--- src/rtl/reset_seq_pkg.sv ---
// Shared definitions for the reset sequencer: FSM state encoding and a
// constant-foldable ceiling-log2 helper used to size internal counters.
package reset_seq_pkg;

  typedef enum logic [1:0] {
    ST_ASSERT  = 2'd0,
    ST_RELEASE = 2'd1,
    ST_DONE    = 2'd2
  } state_e;

  function automatic int unsigned clog2(input int unsigned value);
    int unsigned result;
    result = 0;
    for (int unsigned i = 0; i < 32; i++) begin
      if ((64'd1 << i) < 64'(value)) result = i + 1;
    end
    return result;
  endfunction

endpackage

--- src/rtl/reset_seq_sync.sv ---
// Two-flop release synchronizer: asserts asynchronously with reset_,
// deasserts on the second rising clk edge after reset_ goes high.
module reset_seq_sync (
  input  logic clk,
  input  logic reset_,
  output logic sync_out_
);

  logic meta_q, meta_d;
  logic sync_q, sync_d;

  always_comb begin
    meta_d = 1'b1;
    sync_d = meta_q;
  end

  always_ff @(posedge clk or negedge reset_) begin
    if (!reset_) begin
      meta_q <= 1'b0;
      sync_q <= 1'b0;
    end else begin
      meta_q <= meta_d;
      sync_q <= sync_d;
    end
  end

  assign sync_out_ = sync_q;

endmodule

--- src/rtl/reset_seq.sv ---
// Block reset sequencer: holds all active-low resets for a stretch period
// with PLL lock, then releases them in index order with a fixed gap.
module reset_seq
  import reset_seq_pkg::*;
#(
  parameter int unsigned NR_OUTPUTS     = 3,
  parameter int unsigned STRETCH_CYCLES = 16,
  parameter int unsigned GAP_CYCLES     = 4
) (
  input  logic                  clk,
  input  logic                  reset_,
  input  logic                  pll_locked,
  input  logic                  sw_reset_req,
  output logic [NR_OUTPUTS-1:0] reset_out_,
  output logic                  done,
  output logic                  busy
);

  localparam int unsigned CNT_W =
    clog2((STRETCH_CYCLES > GAP_CYCLES) ? STRETCH_CYCLES : GAP_CYCLES) + 1;
  localparam int unsigned IDX_W = clog2(NR_OUTPUTS) + 1;

  logic rst_sync_;

  reset_seq_sync u_sync (
    .clk       (clk),
    .reset_    (reset_),
    .sync_out_ (rst_sync_)
  );

  state_e                  state_q, state_d;
  logic [CNT_W-1:0]        cnt_q, cnt_d;
  logic [IDX_W-1:0]        idx_q, idx_d;
  logic [NR_OUTPUTS-1:0]   rst_out_q, rst_out_d;
  logic                    done_q, done_d;
  logic                    busy_q, busy_d;
  logic                    abort;

  always_comb begin
    state_d   = state_q;
    cnt_d     = cnt_q;
    idx_d     = idx_q;
    rst_out_d = rst_out_q;
    done_d    = done_q;
    busy_d    = busy_q;
    abort     = !pll_locked || sw_reset_req;

    // Until the synchronized reset releases, every edge reloads the reset state.
    if (!rst_sync_ || (abort && state_q != ST_ASSERT)) begin
      state_d   = ST_ASSERT;
      cnt_d     = '0;
      idx_d     = '0;
      rst_out_d = '0;
      done_d    = 1'b0;
      busy_d    = 1'b1;
    end else begin
      case (state_q)
        ST_ASSERT: begin
          rst_out_d = '0;
          done_d    = 1'b0;
          busy_d    = 1'b1;
          if (abort) begin
            cnt_d = '0;
          end else if (cnt_q == CNT_W'(STRETCH_CYCLES - 1)) begin
            cnt_d        = '0;
            idx_d        = IDX_W'(1);
            rst_out_d[0] = 1'b1;
            if (NR_OUTPUTS == 1) begin
              state_d = ST_DONE;
              done_d  = 1'b1;
              busy_d  = 1'b0;
            end else begin
              state_d = ST_RELEASE;
            end
          end else begin
            cnt_d = cnt_q + CNT_W'(1);
          end
        end

        ST_RELEASE: begin
          if (cnt_q == CNT_W'(GAP_CYCLES - 1)) begin
            cnt_d = '0;
            idx_d = idx_q + IDX_W'(1);
            for (int unsigned i = 0; i < NR_OUTPUTS; i++) begin
              if (idx_q == IDX_W'(i)) rst_out_d[i] = 1'b1;
            end
            if (idx_q == IDX_W'(NR_OUTPUTS - 1)) begin
              state_d = ST_DONE;
              done_d  = 1'b1;
              busy_d  = 1'b0;
            end
          end else begin
            cnt_d = cnt_q + CNT_W'(1);
          end
        end

        ST_DONE: begin
          rst_out_d = '1;
          done_d    = 1'b1;
          busy_d    = 1'b0;
        end

        default: begin
          state_d   = ST_ASSERT;
          cnt_d     = '0;
          idx_d     = '0;
          rst_out_d = '0;
          done_d    = 1'b0;
          busy_d    = 1'b1;
        end
      endcase
    end
  end

  always_ff @(posedge clk or negedge reset_) begin
    if (!reset_) begin
      state_q   <= ST_ASSERT;
      cnt_q     <= '0;
      idx_q     <= '0;
      rst_out_q <= '0;
      done_q    <= 1'b0;
      busy_q    <= 1'b1;
    end else begin
      state_q   <= state_d;
      cnt_q     <= cnt_d;
      idx_q     <= idx_d;
      rst_out_q <= rst_out_d;
      done_q    <= done_d;
      busy_q    <= busy_d;
    end
  end

  assign reset_out_ = rst_out_q;
  assign done       = done_q;
  assign busy       = busy_q;

endmodule

--- config.mk ---
export PLATFORM = sky130hd
export DESIGN_NAME = reset_seq
export DESIGN_NICKNAME = d
export VERILOG_FILES = /design/src/rtl/reset_seq_pkg.sv /design/src/rtl/reset_seq_sync.sv /design/src/rtl/reset_seq.sv
export SDC_FILE = /design/constraint.sdc
export NUM_CORES = 1
export LEC_CHECK = 0
export CORE_MARGIN = 8
export CORE_UTILIZATION = 50
export DETAILED_ROUTE_END_ITERATION = 16
export PLACE_DENSITY_LB_ADDON = 0.1
export SKIP_LAST_GASP = 1
export SLEW_MARGIN = 40
export SYNTH_ARGS = -nofsm -noshare
export SYNTH_HDL_FRONTEND = slang
export SYNTH_SLANG_ARGS = --single-unit
--- constraint.sdc ---
create_clock -name clk -period 4.1 [get_ports clk]
set_clock_uncertainty 0.1 [all_clocks]
set_input_delay 0.615 -clock clk [delete_from_list [all_inputs] [get_ports clk]]
set_output_delay 0.615 -clock clk [all_outputs]
set_load 0.01 [all_outputs]
======== Yosys cells after proc, flatten, opt, wreduce, memory -nomap -nowiden ========
Cells that the tools add are included.
storage, ports and cells
  memories ................................ 0
  bits in read-only memories .............. 0
  bits in writable memories ............... 0
  register bits ........................... 17
  logic and storage cells ................. 69
  bits in latches ......................... 0
cells by class
  reduce and logical (&&, ||, !) cells .... 13
  magnitude comparators ................... 0
  eq/ne operators ......................... 13
  bitwise logic cells ..................... 0
  shifts and indexed selects .............. 0
  add/sub/neg operators ................... 2
  divide/modulo/power cells ............... 0
  muxes and demuxes ....................... 31
  multiply operators ...................... 0
operators by type and width
  cell                 number
  $mux 5               4
  $mux 3               6
  $ne 3x3->1 const B   6
  $pmux 3 s3           2
  $pmux 5 s3           1
  $mux 1               10
  $mux 2               5
  $pmux 2 s3           1
  $reduce_and 2->1     3
  $add 5x1->5 const B  1
  $eq 5x2->1 const B   1
  $eq 5x4->1 const B   1
  $reduce_and 5->1     1
  $pmux 1 s2           2
  $reduce_and 4->1     1
  $add 3x1->3 const B  1
  $eq 3x1->1 const B   1
  $eq 3x2->1 const B   1
  $logic_not 3->1      1
  $eq 2x1->1 const B   1
  $eq 2x2->1 const B   1
  $logic_not 1->1      2
  $logic_not 2->1      1
  $logic_or 1x1->1     2
  other kinds (3)      3

======== Depth between registers and ports, before layout ========
  word-level depth ........................ 6
  depth in mapped cells ................... 8
  gate-level depth less buffers ........... 8

======== Modules after synthesis ========
A second synthesis with hierarchy kept.
second synthesis, totals
  cells, all modules ...................... 106
  area, all modules ....................... 1028.5 um^2
by module, submodules not included
  module          cells an instance  seq. area each (um^2)  times used  area each (um^2)
  reset_seq       103                351.6                  1           974.7
  reset_seq_sync  3                  50.0                   1           53.8

======== Worst setup path after synthesis ========
Ideal clock, no wire load.
  path kind ............................... reg-to-reg
  from .................................... register cnt_q[0]
  to ...................................... register idx_q[2]
  arrival ................................. 1.776 ns
  buffers on the path ..................... 0
  period minus slack after synthesis ...... 1.953 ns
  cell stages (with the launch flop) ...... 9
  setup slack ............................. 2.147 ns
  library setup time ...................... 0.076 ns
  cells stage by stage .................... dfrtp_1 > ha_1 > nand3_1 > inv_1 > ha_1 > nand3b_1 > a32o_2 > or4_1 > o21ai_1
between the ends
  word-level cells in the longest chain between the ends .. 3
  elaborated cells on any way between the ends .. 5
  those cells by class .................... eq/ne: 4; reduce/logical: 1
ends and longest elaborated chain
  element                                   RTL line                          text
  start: declaration                        reset_seq.sv:32                   logic [CNT_W-1:0] cnt_q, cnt_d;
  start signal: assignment                  reset_seq.sv:125                  cnt_q <= cnt_d;
  $eq 5x2->1 or $eq 5x4->1 (tied branches)  reset_seq.sv:81, reset_seq.sv:64
  $ne 3x3->1 (no line)                      --
  $reduce_and 4->1 (no line) *              --
  end signal: assignment                    reset_seq.sv:126                  idx_q <= idx_d;
  end: declaration                          reset_seq.sv:33                   logic [IDX_W-1:0] idx_q, idx_d;
Mark *: on every way between the ends. The rest lies on a longest branch, timed or not.
A chain may end at the register's enable or synchronous reset.

======== Final worst setup path ========
Same ends and word-level chain as after synthesis.

==> reports/metrics.yaml <==
yosysWarnings: 0
die_x_um: 61.1
slew_headroom_pct: 53.8
overflow: 0
comb_power_share_pct: 39.8
antenna_cells: 0
fin_tns_setup_ns: 0
clockRootBuffer: "clkbuf_4"
cp.arrival_ns: 2.24
htree_levels: 1
worst-path-max-fanout: 5
synth_flop_cell: "dfrtp_1"
drive_above_1_share_pct: 9.82
start_util_pct: 52.4
p_leak_nw: 0.487
setup_viol: 0
power_uw: 520
ios: 9
maxSlewViolCount: 0
cp.required_ns: 4.23
die_h_um: 61.1
antenna_left: 0
hp-class: "input pin to async pin"
post_drt_wl_per_cell_um: 14.5
clkTransAtPathRegs_ns: 0.10
cts_buffer_depth: 2
crit_type: "flop to flop"
postCtsSetupRepairBufs: 0
final_common_cell: "dfrtp_1"
r2r-start: "cnt_q[0]"
cts_tree: "yes"
syn2layout_area_growth_pct: 11.7
nets: 128
rrSetupSlack_ns: 1.99
start_kind: "flop"
hold_violations: 0
synth_cell_type_count: 39
grt_pass1_vias: 773
synth.avg_cell_area_um2: 9.79
cts_buffers: 3
wirelength_um: 2020
p_per_area_nw_per_um2: 457
rsz0062_at_grt: "no"
post_dp_cell_area_um2: 1110
grt_pass1_wl_um: 3450
fin_crit_ns: 2.11
pre_cts_ws_ns: 1.81
antenna_found_initial: 0
ys_seq_area_share_pct: 39.4
seq_power_share_pct: 40.0
tightest_slew_ns: 0.686
drt_iter0_drc: 18
end_kind: "flop"
final_cell_mix: "dfrtp_1, ha_1, inv_1"
syn_inst: 104
yosys_register_bits: 16
fmax_ghz: 0.474
ir_drop_v: 0.000285
maxCapViolations: 0
yosys-top-cells-area: "dfrtp_1, ha_1, nand3_1, inv_1, a21oi_1"
swShare_pct: 35.9
hold_buffers: 0
cts-resized-gates: 0
internal_power_uw: 333
reg2reg_depth: 8
synth-async-reset-ratio_pct: 100
grt_use_total_pct: 12.4
yosysTopAreaCell: "dfrtp_1"
clk_latency_ns: 0.29
min_period_over_period_pct: 51.5
worstReg2RegEnd: "idx_q[2]"
fin_ws_ns: 1.99
synth_fp_nets: 119
vias: 807
synth_top_area_share_pct: 36.9
fp.dieArea_um2: 3740
io_buffers: 8
via_per_inst: 5.81
dr.pass1.iters: 4
place_congestion: 0.792
status: "finished clean"
core_um2: 1940
synth_edf_count: 0
p_sw_uw: 187
design_area_um2: 1140
synth.cell_area_um2: 1020
grt_max_degree: 17
utilization_pct: 58.6
cts_sinks: 16
hpwlAfterDp_um: 1540
rows: 16
p_clk_share_pct: 20.2
remaining_drc_errors: 0
-- registers in the layout, summed over array words and instances, names as in the netlist --
name / flops
busy: 1
cnt_q: 5
idx_q: 3
reset_out_: 3
state_q: 2
u_sync.meta_q: 1
u_sync.sync_out_: 1
-- per-stage QoR --
| step | cells | hold WS [ns] |
|---|---|---|
| 5_1_grt | 139 | 0.137 |
| 3_5_place_dp | 135 | 0.267 |
| 6_report | 139 | 0.110 |
| 3_3_place_gp | 135 | 0.242 |
| 4_1_cts | 139 | 0.276 |
| 2_1_floorplan | 104 | 0.219 |
-- worst max-delay path by stage --
stage,from,endpoint,cells past startpoint
CTS,cnt_q[0],idx_q[2],8
global route,cnt_q[0],idx_q[2],8
detailed placement,sw_reset_req,idx_q[2],5
global placement,sw_reset_req,idx_q[2],5
floorplan,cnt_q[0],idx_q[2],8
finish,cnt_q[0],idx_q[2],8
-- kinds of logic (layout without fill, tap and decap cells) --
| family | after synthesis | in the layout | synth area share [%] |
|---|---|---|---|
| AOI/OAI and AO/OA | 30 | 30 | 20.1 |
| adders and majority gates | 11 | 11 | 13.5 |
| buffers and inverters | 14 | 22 | 6.27 |
| DFF | 16 | 16 | 39.4 |
| muxes | 1 | 1 | 0.983 |
| other | 1 | 1 | 0.368 |
| and+or+nand+nor | 31 | 31 | 19.3 |
-- layer usage --
metal | vias to the layer above | track usage [%] | share of wire (%)
met1 | 395 | 14.6 | 46
met2 | 10 | 21.0 | 48
li1 | 397 | - | -
met4 | 0 | 5.98 | 2.1
met3 | 5 | 2.30 | 3.6
met5 | - | 0 | 0
-- synthesized netlist by cell type (2+ instances only) --
| cell | n |
|---|---|
| a31oi_1 | 4 |
| o21ai_0 | 5 |
| nor2_1 | 3 |
| ha_1 | 11 |
| nand3b_1 | 2 |
| nand3_1 | 9 |
| dfrtp_1 | 15 |
| a32oi_1 | 2 |
| clkbuf_1 | 2 |
| inv_1 | 10 |
| a32o_1 | 2 |
| nand2_1 | 6 |
| a21oi_1 | 7 |
-- area by class of cell --
cell class	count	area, µm²
Tap cell	27	33.8
Sequential cell	16	402
Multi-Input combinational cell	74	553
Fill cell	182	805
Clock buffer	4	36.3
Timing Repair Buffer	8	75.1
Inverter	10	37.5
-- critical path, cell delays in order (launching register included) --
cell      delay [ns]
dfrtp_1         0.40
ha_1            0.25
nand3_1         0.11
inv_1           0.07
ha_1            0.18
nand3b_1        0.10
a32o_2          0.26
or4_1           0.49
o21ai_1         0.08
-- power groups by stage --
stage,sequential [mW],combinational (mW),clock [mW]
4_1_cts,0.208,0.208,0.109
2_1_floorplan,0.212,0.140,0
3_3_place_gp,0.210,0.205,0
3_5_place_dp,0.211,0.207,0
5_1_grt,0.212,0.235,0.113
6_report,0.208,0.207,0.105
No activity file was read; power rests on OpenSTA's default activity.
==> RTL edit: new RTL, config.mk and constraints unchanged <==
Add an input register stage for `pll_locked`; this delays it by one clock.
--- a/src/rtl/reset_seq.sv
+++ b/src/rtl/reset_seq.sv
@@ -19,6 +19,12 @@
   localparam int unsigned CNT_W =
     clog2((STRETCH_CYCLES > GAP_CYCLES) ? STRETCH_CYCLES : GAP_CYCLES) + 1;
   localparam int unsigned IDX_W = clog2(NR_OUTPUTS) + 1;
+
+  logic pll_locked_q;
+
+  always_ff @(posedge clk) begin
+    pll_locked_q <= pll_locked;
+  end
 
   logic rst_sync_;
 
@@ -43,7 +49,7 @@
     rst_out_d = rst_out_q;
     done_d    = done_q;
     busy_d    = busy_q;
-    abort     = !pll_locked || sw_reset_req;
+    abort     = !pll_locked_q || sw_reset_req;
 
     // Until the synchronized reset releases, every edge reloads the reset state.
     if (!rst_sync_ || (abort && state_q != ST_ASSERT)) begin
Check against the original RTL: same outputs for any inputs over 10 cycles, from zero or initial values and one cycle with reset_ low; that may be too few to reach the edited logic, so the function may still have changed.
==> RTL edit against the original RTL <==
Sequential power is 5% higher; design area is 4.8% higher; count of clock-buffer cells in the layout is 1 lower; sequential cell count is 1 higher; setup slack worse by 0.12 ns; synthesized area is 5.3% higher; total power is 0.91% higher; wire length hardly changed.
==> RTL edit: results (changes against the original RTL) <==
outcome=finished clean; leakage component of the power=0.000517 uW (+6.1%); Final HPWL DP=1550 um (about the same); part of the cycle the worst path needs=0.543 (+0.0281); adder and majority gate portion of the synthesized area=0.128 (-0.00678); most used standard cells in the synthesized netlist=sky130_fd_sc_hd__dfrtp_1 (15), sky130_fd_sc_hd__ha_1 (11), sky130_fd_sc_hd__inv_1 (10); largest cells by area after synthesis=sky130_fd_sc_hd__dfrtp_1 (35%), sky130_fd_sc_hd__ha_1 (13%), sky130_fd_sc_hd__a21oi_1 (4.2%); Crit path max-delay family=compound AO/OA/AOI/OAI gates; sequential cells=17 (+1); global-route wire length before repair=3730 um (+8.0%); share of post-route cells with drive strength above 1=0.120 (+0.0214); sum of routed wire length over all layers=2020 um (about the same); count of different cell masters after synthesis=41 (+5.1%); share of the final layout cell area in multi-input gates=0.501 (+0.0143); met3 wire length=52 um (-29%); highest fanout seen on the critical path=8 (+3); number of filler cells placed in the layout=180 (-1.1%); proportion of final cell area spent on non-clock buffers=0.0630 (-0.00305); detailed-route wire length on metal 1=1060 um (+14%); worst-case setup slack after placement=1.75 ns (-0.0561 ns); Clock buffers and inverters, area share=0.0231 (-0.00882); setup slack of the worst register-to-register path=1.87 ns (-0.12 ns); number of DRC markers after the initial detailed-route iteration=30 (+12); Arr. time, crit path=2.30 ns (+0.06 ns); Peak VDD IR=0.000286 V (+0.16%); Final GP Congestion=0.800 (+1.0%); NumNets Final=133 (+3.9%); met2 capacity usage during global routing=0.172 (-0.0384); highest-delay cell along the critical path=sky130_fd_sc_hd__dfrtp_1; async set or reset register ratio after synthesis=0.941 (-0.0588); global routing met1 resource utilization=0.154 (+0.00736); share of cell area taken by muxes after synthesis=0.0105 (+0.000674); total vias in the final route=797 (-1.2%); Met2 Wirelength=892 um (-8.1%); met3 Use GR=0.0251 (+0.00213)
RTL edit: cell count changes in the layout (fill, tap and decap cells not counted), moves of 2 or more:
cell	delta
sky130_fd_sc_hd__nand2b_1	+2
sky130_fd_sc_hd__and2_1	+3
sky130_fd_sc_hd__nand3b_2	+2
sky130_fd_sc_hd__a32oi_1	-2
sky130_fd_sc_hd__a21oi_1	+2
sky130_fd_sc_hd__a31oi_1	-2
sky130_fd_sc_hd__nand3_1	-2
RTL edit: report_power, final:
group / leakage, uW / internal, uW / switching (uW)
Clock: 0.0000177 / 36.2 / 53.7
Combinational: 0.000280 / 97.5 / 118
Sequential: 0.000219 / 196 / 23.4
RTL edit: through the flow:
step	util	area (um2)	hold WS, ns	instances
4_1_cts	0.598	1200	0.267	144
2_1_floorplan	-	1070	0.219	108
6_report	0.596	1190	0.120	144
3_3_place_gp	0.584	1170	0.236	140
5_1_grt	0.596	1190	0.147	144
3_5_place_dp	0.584	1170	0.240	140
